==> src/rtl/char_pipe_if.sv <==
// Pixel request / pixel result bundle between the text-mode scanout and the glyph pipeline.
interface char_pipe_if #(
  parameter int GW   = 16,
  parameter int GH   = 16,
  parameter int CW   = 8,
  parameter int COLW = 12
);
  localparam int XW = (GW > 1) ? $clog2(GW) : 1;
  localparam int YW = (GH > 1) ? $clog2(GH) : 1;

  logic            in_valid;
  logic [CW-1:0]   in_code;
  logic [XW-1:0]   in_x;
  logic [YW-1:0]   in_y;
  logic [COLW-1:0] in_fg;
  logic [COLW-1:0] in_bg;
  logic            in_blink;
  logic            in_cursor;
  logic            out_valid;
  logic            out_pixel;
  logic [COLW-1:0] out_rgb;

  modport master (
    output in_valid, in_code, in_x, in_y, in_fg, in_bg, in_blink, in_cursor,
    input  out_valid, out_pixel, out_rgb
  );
  modport slave (
    input  in_valid, in_code, in_x, in_y, in_fg, in_bg, in_blink, in_cursor,
    output out_valid, out_pixel, out_rgb
  );
endinterface

==> src/rtl/char_pipe.sv <==
// Three-stage glyph pixel pipeline: ROM address issue, ROM wait, pixel/colour select.
// Includes the frame-based blink phase generator.
module char_pipe #(
  parameter int GW           = 16,
  parameter int GH           = 16,
  parameter int CW           = 8,
  parameter int COLW         = 12,
  parameter int BLINK_FRAMES = 32,
  localparam int XW = (GW > 1) ? $clog2(GW) : 1,
  localparam int YW = (GH > 1) ? $clog2(GH) : 1
) (
  input  logic              clk,
  input  logic              rst_n,
  input  logic              frame_tick,
  char_pipe_if.slave        pif,
  output logic              rom_en,
  output logic [CW+YW-1:0]  rom_addr,
  input  logic [GW-1:0]     rom_data,
  output logic              blink_phase
);
  localparam int STAGES = 3;
  localparam int BW     = (BLINK_FRAMES > 1) ? $clog2(BLINK_FRAMES) : 1;

  typedef struct packed {
    logic [XW-1:0]   x;
    logic [COLW-1:0] fg;
    logic [COLW-1:0] bg;
    logic            blink;
    logic            cursor;
  } side_t;

  logic [STAGES:1]  vld_pipe_q, vld_pipe_d;
  side_t            side1_q, side1_d, side2_q, side2_d;
  logic [CW+YW-1:0] rom_addr_q, rom_addr_d;
  logic             out_pixel_q, out_pixel_d;
  logic [COLW-1:0]  out_rgb_q, out_rgb_d;
  logic [BW-1:0]    blink_cnt_q, blink_cnt_d;
  logic             blink_phase_q, blink_phase_d;
  logic             glyph_bit, pix_bit;

  always_comb begin
    vld_pipe_d = {vld_pipe_q[STAGES-1:1], pif.in_valid};
    rom_addr_d = {pif.in_code, pif.in_y};
    side1_d    = {pif.in_x, pif.in_fg, pif.in_bg, pif.in_blink, pif.in_cursor};
    side2_d    = side1_q;
  end

  // Columns past the glyph width match no index and stay blank.
  always_comb begin
    glyph_bit = 1'b0;
    for (int i = 0; i < GW; i++)
      if (side2_q.x == XW'(i)) glyph_bit = rom_data[GW-1-i];
    if (side2_q.blink && blink_phase_q) glyph_bit = 1'b0;
    pix_bit     = glyph_bit ^ side2_q.cursor;
    out_pixel_d = vld_pipe_q[2] & pix_bit;
    out_rgb_d   = '0;
    if (vld_pipe_q[2]) out_rgb_d = pix_bit ? side2_q.fg : side2_q.bg;
  end

  always_comb begin
    blink_cnt_d   = blink_cnt_q;
    blink_phase_d = blink_phase_q;
    if (frame_tick) begin
      if (blink_cnt_q == BW'(BLINK_FRAMES - 1)) begin
        blink_cnt_d   = '0;
        blink_phase_d = ~blink_phase_q;
      end else begin
        blink_cnt_d = blink_cnt_q + BW'(1);
      end
    end
  end

  always_ff @(posedge clk or negedge rst_n) begin
    if (!rst_n) begin
      vld_pipe_q    <= '0;
      rom_addr_q    <= '0;
      side1_q       <= '0;
      side2_q       <= '0;
      out_pixel_q   <= 1'b0;
      out_rgb_q     <= '0;
      blink_cnt_q   <= '0;
      blink_phase_q <= 1'b0;
    end else begin
      vld_pipe_q    <= vld_pipe_d;
      rom_addr_q    <= rom_addr_d;
      side1_q       <= side1_d;
      side2_q       <= side2_d;
      out_pixel_q   <= out_pixel_d;
      out_rgb_q     <= out_rgb_d;
      blink_cnt_q   <= blink_cnt_d;
      blink_phase_q <= blink_phase_d;
    end
  end

  assign rom_en        = vld_pipe_q[1];
  assign rom_addr      = rom_addr_q;
  assign blink_phase   = blink_phase_q;
  assign pif.out_valid = vld_pipe_q[STAGES];
  assign pif.out_pixel = out_pixel_q;
  assign pif.out_rgb   = out_rgb_q;
endmodule

==> src/flat_wrapper.sv <==
// flat-port wrapper written by rule: the top's interface ports become plain ports
module char_pipe_flat 
#(
  parameter int GW           = 16,
  parameter int GH           = 16,
  parameter int CW           = 8,
  parameter int COLW         = 12,
  parameter int BLINK_FRAMES = 32,
  localparam int XW = (GW > 1) ? $clog2(GW) : 1,
  localparam int YW = (GH > 1) ? $clog2(GH) : 1
)
  (clk, rst_n, frame_tick, rom_en, rom_addr, rom_data, blink_phase, pif_in_valid, pif_in_code, pif_in_x, pif_in_y, pif_in_fg, pif_in_bg, pif_in_blink, pif_in_cursor, pif_out_valid, pif_out_pixel, pif_out_rgb);
  char_pipe_if #(.GW(GW), .GH(GH), .CW(CW), .COLW(COLW)) pif_i ();
  input  logic clk;
  input  logic rst_n;
  input  logic frame_tick;
  output logic rom_en;
  output logic [CW+YW-1:0] rom_addr;
  input  logic [GW-1:0] rom_data;
  output logic blink_phase;
  input wire logic [$bits(pif_i.in_valid)-1:0] pif_in_valid;
  input wire logic [$bits(pif_i.in_code)-1:0] pif_in_code;
  input wire logic [$bits(pif_i.in_x)-1:0] pif_in_x;
  input wire logic [$bits(pif_i.in_y)-1:0] pif_in_y;
  input wire logic [$bits(pif_i.in_fg)-1:0] pif_in_fg;
  input wire logic [$bits(pif_i.in_bg)-1:0] pif_in_bg;
  input wire logic [$bits(pif_i.in_blink)-1:0] pif_in_blink;
  input wire logic [$bits(pif_i.in_cursor)-1:0] pif_in_cursor;
  output wire logic [$bits(pif_i.out_valid)-1:0] pif_out_valid;
  output wire logic [$bits(pif_i.out_pixel)-1:0] pif_out_pixel;
  output wire logic [$bits(pif_i.out_rgb)-1:0] pif_out_rgb;
  assign pif_i.in_valid = pif_in_valid;
  assign pif_i.in_code = pif_in_code;
  assign pif_i.in_x = pif_in_x;
  assign pif_i.in_y = pif_in_y;
  assign pif_i.in_fg = pif_in_fg;
  assign pif_i.in_bg = pif_in_bg;
  assign pif_i.in_blink = pif_in_blink;
  assign pif_i.in_cursor = pif_in_cursor;
  assign pif_out_valid = pif_i.out_valid;
  assign pif_out_pixel = pif_i.out_pixel;
  assign pif_out_rgb = pif_i.out_rgb;
  char_pipe #(.GW(GW), .GH(GH), .CW(CW), .COLW(COLW), .BLINK_FRAMES(BLINK_FRAMES)) u_core (.clk(clk), .rst_n(rst_n), .frame_tick(frame_tick), .pif(pif_i), .rom_en(rom_en), .rom_addr(rom_addr), .rom_data(rom_data), .blink_phase(blink_phase));
endmodule
==> config.mk <==
export PLATFORM = sky130hd
export DESIGN_NAME = char_pipe_flat
export DESIGN_NICKNAME = d
export VERILOG_FILES = /design/src/rtl/char_pipe_if.sv /design/src/rtl/char_pipe.sv /design/src/flat_wrapper.sv
export SDC_FILE = /design/constraint.sdc
export NUM_CORES = 1
export LEC_CHECK = 0
export CAP_MARGIN = 20
export CORE_MARGIN = 1.5
export CORE_UTILIZATION = 38
export CTS_CLUSTER_DIAMETER = 30
export DETAILED_ROUTE_END_ITERATION = 10
export PLACE_DENSITY = 0.65
export SLEW_MARGIN = 25
export SYNTH_ARGS = -nofsm -noshare
export SYNTH_HDL_FRONTEND = slang
export SYNTH_SLANG_ARGS = --single-unit
==> constraint.sdc <==
create_clock -name clk -period 5.8 [get_ports clk]
set_input_delay 0.87 -clock clk [delete_from_list [all_inputs] [get_ports clk]]
set_output_delay 0.87 -clock clk [all_outputs]
set_load 0.01 [all_outputs]
==> flow_metrics.tcl <==
set metrics [dict create \
    critPathKind "input port to flip-flop" \
    synth_top_area_cell "dfrtp_1" \
    core_mm2 0.00881 \
    dpl.hpwl_mm 4.57 \
    grt_use_total_pct 15.4 \
    synth_cells 236 \
    power_frac_seq_pct 52.4 \
    setup_tns_ns 0 \
    power.density_mw_per_mm2 310 \
    clk_pin_slew_ns 0.09 \
    synth_top_cell_area_share_pct 67.7 \
    r2r_setup_slack_ns 3.31 \
    vias 2258 \
    min_period_ns 2.84 \
    drive_gt1_share_pct 15.1 \
    synth.most_common_cell "dfrtp_1" \
    place_congestion 0.757 \
    insertion_delay_ns 0.36 \
    start_util_pct 39.4 \
    syn-cell-area_mm2 0.00347 \
    grt_pass1_wl_mm 11.7 \
    swShare_pct 26.9 \
    antenna_found_initial 0 \
    drv_cap 0 \
    area_delta_synth_final_pct 33.2 \
    dieArea_mm2 0.00972 \
    firstDrtPassIters 6 \
    drc_errors 0 \
    min_path_type "flip-flop to flip-flop" \
    cts_hold_buf 0 \
    cts_num_sinks 94 \
    worst_pin_slew_ns 0.889 \
    root_buffer "clkbuf_8" \
    ys_top_cells_by_area "dfrtp_1 68%, o221ai_2 4.8%, o211ai_2 3.6%" \
    hold_viol 0 \
    num_rows 34 \
    seq_area_frac_synth_pct 67.7 \
    clock_power_share_pct 30.5 \
    startpoint_type "input port" \
    syn_nets 300 \
    cts_resized 0 \
    cts_setup_buffers 0 \
    grt_overflow 0 \
    place.port_buffers 89 \
    wl_per_cell_um 15.5 \
    synth_ff_type "dfrtp_1" \
    drtIter0Drc 109 \
    cts_buffers 9 \
    cts_tree "yes" \
    pwr-share-comb_pct 17.1 \
    ys_warn_count 0 \
    die_h_um 98.6 \
    async_flop_share_pct 100 \
    min_to "u_core.side2_q[0]" \
    intPower_w 0.00105 \
    crit_path_end_kind "flip-flop" \
    ant_nets 0 \
    viasPerCell 5.21 \
    max_freq_ghz 0.352 \
    period_share_pct 49.0 \
    whs_path_depth 0 \
    grt_max_degree 75 \
    synth_edf_count 0 \
    finalMaxSlewViolations 0 \
    die_w_um 98.6 \
    status "finished clean" \
    avgSynthCellArea_um2 14.7 \
    synth_seq_cells 94 \
    cp_data_arrival_time_ns 3.12 \
    clk_path_buf_depth 2 \
    cp.required_ns 6.07 \
    max-vdd-ir-drop_v 0.000143 \
    setup_viol 0 \
    crit_fanout 14 \
    htreeDepth 3 \
    wl_mm 6.72 \
    power.switching_w 0.000386 \
    timing.hold.ws_ns 0.350 \
    finalNetCount 384 \
    slew_headroom_pct 40.7 \
    fin_skew_ns 0.00544 \
    synth_common_cells "94 x dfrtp_1, 15 x and3_1, 13 x nand3_1, 13 x o2111ai_1" \
    rsz0062_at_grt "false" \
    r2r_cells 4 \
    synth_cell_type_count 33 \
    first_global_vias 2412 \
    hp-start "u_core.side1_q[0]" \
    r2r-end "u_core.pif.out_rgb[10]" \
    io_pins 90 \
    timing.rr.start "u_core.side2_q[27]" \
    insertedDiodeCount 0 \
    p_leak_nw 1.94 \
]
-- power groups by stage --
stage	sequential, W	combinational, W	clock [W]
finish	0.000750	0.000244	0.000437
global route	0.000760	0.000268	0.000481
CTS	0.000751	0.000250	0.000454
detailed placement	0.000763	0.000249	0
global placement	0.000762	0.000238	0
floorplan	0.000762	0.000124	0
-- flip-flops by register name (all words and copies together) (netlist names) --
register / count
u_core.pif.out_rgb: 12
u_core.blink_phase: 1
u_core.pif.out_pixel: 1
u_core.rom_addr: 12
u_core.blink_cnt_q: 5
u_core.vld_pipe_q: 3
u_core.side1_q: 30
u_core.side2_q: 30
-- how the worst max path moves through the flow --
stage / from / endpoint / cells after the start
final: rom_data[11] / u_core.pif.out_rgb[10] / 6
after detailed placement: rom_data[11] / u_core.pif.out_rgb[10] / 6
after CTS: rom_data[11] / u_core.pif.out_rgb[10] / 6
after floorplan: rom_data[0] / u_core.pif.out_rgb[0] / 7
after global routing: rom_data[11] / u_core.pif.out_rgb[10] / 6
after global placement: rom_data[4] / u_core.pif.out_rgb[10] / 6
-- per-stage QoR --
step | total power, W | worst slack [ns] | std cells | utilization [%] | instance area (um^2)
global placement | 0.00100 | 2.22 | 416 | 50.0 | 4410
finish | 0.00143 | 2.96 | 433 | 52.5 | 4620
CTS | 0.00145 | 2.95 | 433 | 52.5 | 4620
detailed placement | 0.00101 | 2.56 | 417 | 50.2 | 4420
global route | 0.00151 | 2.82 | 433 | 52.5 | 4620
floorplan | 0.000885 | 3.40 | 236 | - | 3470
-- layout by cell type, fill, tap and decap left out, drive strengths merged, types with 4 or more instances in the layout --
cell type | netlist | routed
and2 | 11 | 11
nand3 | 13 | 13
inv | 3 | 6
and3 | 15 | 15
nor2b | 4 | 4
dfrtp | 94 | 94
clkdlybuf4s50 | 0 | 88
o2111ai | 13 | 13
o211ai | 15 | 15
clkbuf | 10 | 9
mux2i | 5 | 5
nand2 | 5 | 5
o221ai | 13 | 13
o21ai | 5 | 5
-- worst max-delay path: stages --
cell and delay, ns:
clkdlybuf4s50_1 0.39, nor2b_1 0.12, mux4_2 0.48, o221ai_2 0.59
o21ai_2 0.39, o2111ai_1 0.28
-- kinds of logic (layout without fill, tap and decap cells) --
group	Yosys count	count (layout)	synth area share, %
and+or+nand+nor	57	57	9.48
xor gates and xnor gates	1	1	0.252
AOI/OAI and AO/OA	52	52	15.3
muxes	9	9	3.39
DFF	94	94	67.7
adders and majority gates	2	2	0.721
buffers and inverters	21	110	3.10
-- layout make-up --
type / count / area (um^2)
inverter: 3 / 11.3
sequential: 94 / 2350
clock inverter: 7 / 78.8
fill: 757 / 4180
timing repair buffer: 91 / 903
multi-input combinational: 121 / 1020
clock buffer: 9 / 124
tap: 108 / 135
-- layer usage --
metal	routed length [um]	GRT usage, %
met1	2950	19.8
met2	3230	23.3
met3	415	4.68
met4	127	8.68
met5	0	0
No activity file was read; power rests on OpenSTA's default activity.
